### src/rtl/key_event_fifo.sv
// Key-event queue: latches debounced key pulses, priority-encodes them and queues key codes (FWFT).
// Define KEY_EVENT_TIMESTAMP_EN to store a free-running cycle timestamp with each entry (evt_ts port).
module key_event_fifo #(
  parameter int unsigned NUM_KEYS = 4,
  parameter int unsigned DEPTH    = 8,
  parameter int unsigned TS_W     = 16,
  localparam int unsigned CODE_W  = $clog2(NUM_KEYS),
  localparam int unsigned CNT_W   = $clog2(DEPTH + 1)
) (
  input  logic                clk,
  input  logic                rst_n,
  input  logic [NUM_KEYS-1:0] key_pulse,
  output logic                evt_valid,
  output logic [CODE_W-1:0]   evt_code,
  input  logic                evt_ready,
  output logic [CNT_W-1:0]    fifo_count,
  output logic                overflow,
  input  logic                clr_overflow
`ifdef KEY_EVENT_TIMESTAMP_EN
  ,
  output logic [TS_W-1:0]     evt_ts
`endif
);

  localparam int unsigned PTR_W = $clog2(DEPTH);

  if (NUM_KEYS < 2 || DEPTH < 2 || (DEPTH & (DEPTH - 1)) != 0 || TS_W < 1) begin : g_bad_cfg
    $error("key_event_fifo: illegal parameter set");
  end

  logic [NUM_KEYS-1:0] pending_q, pending_d;
  logic [CODE_W-1:0]   mem_q [DEPTH];
  logic [CODE_W-1:0]   mem_d [DEPTH];
  logic [PTR_W-1:0]    wr_ptr_q, wr_ptr_d;
  logic [PTR_W-1:0]    rd_ptr_q, rd_ptr_d;
  logic [CNT_W-1:0]    count_q, count_d;
  logic                valid_q, valid_d;
  logic                overflow_q, overflow_d;

  logic [CODE_W-1:0]   grant_idx_c;
  logic [NUM_KEYS-1:0] grant_c;
  logic [NUM_KEYS-1:0] taken_c;
  logic                push_c;
  logic                pop_c;

  // Lowest-index pending key wins the single push slot.
  always_comb begin
    grant_idx_c = '0;
    grant_c     = '0;
    for (int i = NUM_KEYS - 1; i >= 0; i--) begin
      if (pending_q[i]) begin
        grant_idx_c = CODE_W'(i);
        grant_c     = NUM_KEYS'(1) << i;
      end
    end
  end

  always_comb begin
    pop_c      = valid_q && evt_ready;
    push_c     = (pending_q != '0) && ((count_q != CNT_W'(DEPTH)) || pop_c);
    taken_c    = push_c ? grant_c : '0;
    pending_d  = (pending_q & ~taken_c) | key_pulse;
    // A pulse landing on a still-pending, not-taken key is absorbed; flag it.
    overflow_d = (|(key_pulse & pending_q & ~taken_c)) || (overflow_q && !clr_overflow);
    wr_ptr_d   = wr_ptr_q + PTR_W'(push_c);
    rd_ptr_d   = rd_ptr_q + PTR_W'(pop_c);
    count_d    = count_q + CNT_W'(push_c) - CNT_W'(pop_c);
    valid_d    = (count_d != '0);
    mem_d      = mem_q;
    if (push_c) begin
      mem_d[wr_ptr_q] = grant_idx_c;
    end
  end

  always_ff @(posedge clk or negedge rst_n) begin
    if (!rst_n) begin
      pending_q  <= '0;
      mem_q      <= '{default: '0};
      wr_ptr_q   <= '0;
      rd_ptr_q   <= '0;
      count_q    <= '0;
      valid_q    <= 1'b0;
      overflow_q <= 1'b0;
    end else begin
      pending_q  <= pending_d;
      mem_q      <= mem_d;
      wr_ptr_q   <= wr_ptr_d;
      rd_ptr_q   <= rd_ptr_d;
      count_q    <= count_d;
      valid_q    <= valid_d;
      overflow_q <= overflow_d;
    end
  end

  assign evt_valid  = valid_q;
  assign evt_code   = mem_q[rd_ptr_q];
  assign fifo_count = count_q;
  assign overflow   = overflow_q;

`ifdef KEY_EVENT_TIMESTAMP_EN
  logic [TS_W-1:0] ts_cnt_q, ts_cnt_d;
  logic [TS_W-1:0] ts_mem_q [DEPTH];
  logic [TS_W-1:0] ts_mem_d [DEPTH];

  // Free-running cycle stamp captured alongside each written code.
  always_comb begin
    ts_cnt_d = ts_cnt_q + TS_W'(1);
    ts_mem_d = ts_mem_q;
    if (push_c) begin
      ts_mem_d[wr_ptr_q] = ts_cnt_q;
    end
  end

  always_ff @(posedge clk or negedge rst_n) begin
    if (!rst_n) begin
      ts_cnt_q <= '0;
      ts_mem_q <= '{default: '0};
    end else begin
      ts_cnt_q <= ts_cnt_d;
      ts_mem_q <= ts_mem_d;
    end
  end

  assign evt_ts = ts_mem_q[rd_ptr_q];
`endif

endmodule

### config.mk
export PLATFORM = sky130hd
export DESIGN_NAME = key_event_fifo
export DESIGN_NICKNAME = d
export VERILOG_FILES = /design/src/rtl/key_event_fifo.sv
export SDC_FILE = /design/constraint.sdc
export NUM_CORES = 1
export LEC_CHECK = 0
export CAP_MARGIN = 20
export CORE_UTILIZATION = 60
export CTS_CLUSTER_SIZE = 10
export DETAILED_ROUTE_END_ITERATION = 7
export PLACE_DENSITY = 0.83
export SLEW_MARGIN = 0
export SYNTH_ARGS = -nofsm -noshare
export SYNTH_HDL_FRONTEND = slang
export SYNTH_SLANG_ARGS = --single-unit
### constraint.sdc
create_clock -name clk -period 4.83 [get_ports clk]
set_input_delay 0.966 -clock clk [delete_from_list [all_inputs] [get_ports clk]]
set_output_delay 0.966 -clock clk [all_outputs]
set_load 0.05 [all_outputs]
==> out/qor.tcl <==
set qor(finalSetupTns_ns) 0
set qor(type_of_element_launching_the_critical_path) {flop}
set qor(finClkSkew_ns) 0.00377
set qor(critical_path.slowest_cell) {sky130_fd_sc_hd__clkdlybuf4s50_1}
set qor(cts_sinks) 32
set qor(cp-startpoint) {rd_ptr_q[0]$_DFF_PN0_}
set qor(post_synth_edffs) 0
set qor(timing.critical_path.cells) {mux4_2 > mux2_2 > clkdlybuf4s50_1}
set qor(hp-start) {mem_q[8]$_DFFE_PN0P_}
set qor(met3_length_um) 108
set qor(grt_start_max_net_pins) 33
set qor(path_clk_slew_ns) 0.09
set qor(layout.nets) 164
set qor(met2RoutedLength_um) 1380
set qor(die_area_sq_mm) 0.00303
set qor(gr-total-overflow) 0
set qor(rsz0062_at_grt) {false}
set qor(synthAdderAreaFrac) 0.0785
set qor(grt_util_all_layers) 0.240
set qor(worst_setup_path_end_kind) {output pin}
set qor(p_leak_nw) 0.853
set qor(gp_congestion) 0.813
set qor(yosys-mux-area-fraction) 0.179
set qor(asyncSetResetFlopFracSynth) 1.00
set qor(post_cts_resized) 0
set qor(coreArea_sq_mm) 0.00257
set qor(initial_antenna_violation_count) 0
set qor(layout_min_cycle_time_ns) 3.33
set qor(wire_per_inst_um) 16.2
set qor(cts-hold-fix-buffers) 0
set qor(worst_hold_path_type) {reg2reg}
set qor(layout_worst_path_cycle_share) 0.690
set qor(drt-total-wl_um) 2850
set qor(synth.avg_cell_area_sq_um) 13.3
set qor(yosysWarnings) 0
set qor(timing.fmax_mhz) 300
set qor(outcome) {finished clean}
set qor(route.top_layer_used) {met4}
set qor(relSlewSlack) 0.419
set qor(timing.final.setup_violations) 0
set qor(area_growth_syn_to_layout_pct) 13.9
set qor(insertion_delay_ns) 0.32
set qor(floorplan.io_pins) 16
set qor(drv_cap) 0
set qor(final_core_utilization) 0.750
set qor(antenna_cells) 0
set qor(critical_path_class) {reg2out}
set qor(finalHoldViolCount) 0
set qor(max_slew_violation_count) 0
set qor(hold-path-endpoint) {mem_q[8]$_DFFE_PN0P_}
set qor(register_area_sq_um) 801
set qor(starting_density) 0.658
set qor(reg2reg_slack_ns) 2.12
set qor(first_pass_grt_wire_length_um) 4800
set qor(fillers) 180
set qor(post_synth_and_or_nand_nor_area_fraction) 0.0836
set qor(cts_post_setup_buffers_inserted) 0
set qor(io_buffer_count) 15
set qor(final_common_cell) {sky130_fd_sc_hd__dfrtp_1}
set qor(tritoncts) {done}
set qor(worst_r2r_startpoint) {pending_q[2]$_DFF_PN0_}
set qor(tritoncts.num_buffers) 5
set qor(hold_depth) 1
set qor(synth.net_count) 145
set qor(post_route_cells_drive_above_1_share) 0.274
set qor(die_h_um) 55.1
set qor(cp_slowest_stage_delay_ns) 0.70
set qor(main_combinational_cell_family_by_area_after_synthesis) {multiplexers}
set qor(dominantRegCellSynth) {sky130_fd_sc_hd__dfrtp_1}
set qor(antenna_left) 0
set qor(die_width_um) 55.1
set qor(postSynthCellCount) 127
set qor(area_of_the_multi_input_gates_sq_um) 823
set qor(post_synth_instance_area_sq_mm) 0.00169
set qor(avgViaCountPerCell) 6.05
set qor(synth-xor-area-share) 0.0207
set qor(layout.cells.most_common_list) {32 x sky130_fd_sc_hd__dfrtp_1, 18 x sky130_fd_sc_hd__mux2_2, 15 x sky130_fd_sc_hd__clkdlybuf4s50_1}
set qor(clock_tree.buffer_depth) 2
set qor(routed_length_on_met1_um) 1290
set qor(worst_path_maximum_fanout) 5
set qor(detail_route.drc_violations) 0
set qor(via_count) 1065
set qor(drt_pass1_iterations) 4
set qor(required_arrival_time_at_the_worst_endpoint_ns) 3.86
set qor(rr_worst_depth) 10
set qor(synth_compound_gate_area_share) 0.125
set qor(wp_data_arrival_ns) 2.37
set qor(clock_tree.root_cell) {sky130_fd_sc_hd__clkbuf_4}
set qor(place_hpwl_um) 2170
set qor(htreeDepth) 2
set qor(ys_seq_elements) 32
set qor(vdd_ir_drop_max_v) 0.000584
set qor(via_count_of_the_first_global_routing_pass) 1028
set qor(dr.first_iter.drc_count) 13
set qor(worstReg2RegEnd) {evt_valid$_DFF_PN0_}
set qor(post_synth_num_cell_types) 41
set qor(tightest_slew_ns) 0.865
set qor(row_count) 18
set qor(synth-seq-area-share) 0.474
set qor(power_per_cell_area_mw_per_mm2) 668
[logic make-up after synthesis]
logic type / Yosys count
compound gates: 25
flops: 32
mux: 23
xor+xnor: 4
buf+inv: 14
fa+ha+maj: 10
simple gates: 19
[worst max path at each step]
stage | endpoint | slack (ns) | cells after the start
after floorplan | evt_valid$_DFF_PN0_ | 1.76 | 11
after CTS | evt_code[0] | 1.46 | 3
final | evt_code[0] | 1.50 | 3
after global placement | evt_valid$_DFF_PN0_ | 1.41 | 12
after detailed placement | evt_valid$_DFF_PN0_ | 1.35 | 12
after global routing | evt_code[0] | 1.39 | 3
[flip-flops by register name (all words and copies together), names as in the netlist]
name,cells
evt_valid,1
fifo_count,4
mem_q,16
pending_q,4
wr_ptr_q,3
overflow,1
rd_ptr_q,3
[critical path: cells and delay by family (launching register included)]
kind | cells | cell delay [ns]
multiplexers | 2 | 0.84
buffers and inverters | 1 | 0.70
flip-flops | 1 | 0.51
[metrics by stage]
step                      std cells  hold slack [ns]  power (mW)  setup WS [ns]  area [sq um]
after global routing            176            0.539        1.39           1.39          1930
after CTS                       176            0.517        1.30           1.46          1930
after global placement          169            0.485        1.09           1.41          1860
after floorplan                 127            0.475       0.965           1.76          1690
after detailed placement        169            0.494        1.13           1.35          1860
final                           176            0.510        1.29           1.50          1930
[Yosys cell counts, drive strengths merged (3+ instances only)]
| cell | instances | share of area |
|---|---|---|
| mux2 | 18 | 0.12 |
| nor4 | 3 | 0.020 |
| and2 | 3 | 0.011 |
| a21o | 5 | 0.022 |
| nand3b | 3 | 0.013 |
| inv | 9 | 0.020 |
| a211oi | 9 | 0.052 |
| dfrtp | 32 | 0.47 |
| or3b | 3 | 0.016 |
| mux4 | 4 | 0.053 |
| buf | 3 | 0.014 |
| ha | 9 | 0.067 |
[routing by layer]
layer,track usage,vias to the layer above
met5,0,-
met4,0.104,0
met3,0.0847,8
met2,0.378,19
met1,0.299,524
li1,-,514
[report_power, final]
group          switching [mW]  leakage, nW  internal, mW  total (mW)
logic                   0.334        0.433         0.307       0.642
registers               0.103        0.383         0.376       0.479
clock network          0.0825       0.0374        0.0825       0.165
[area by class of cell]
type                            count  area share
Sequential cell                    32       0.416
Tap cell                           30      0.0195
Inverter                            9      0.0175
Multi-Input combinational cell     81       0.428
Clock buffer                        7      0.0338
Timing Repair Buffer               17      0.0858
Note: power is estimated with default switching activity, not from simulation.
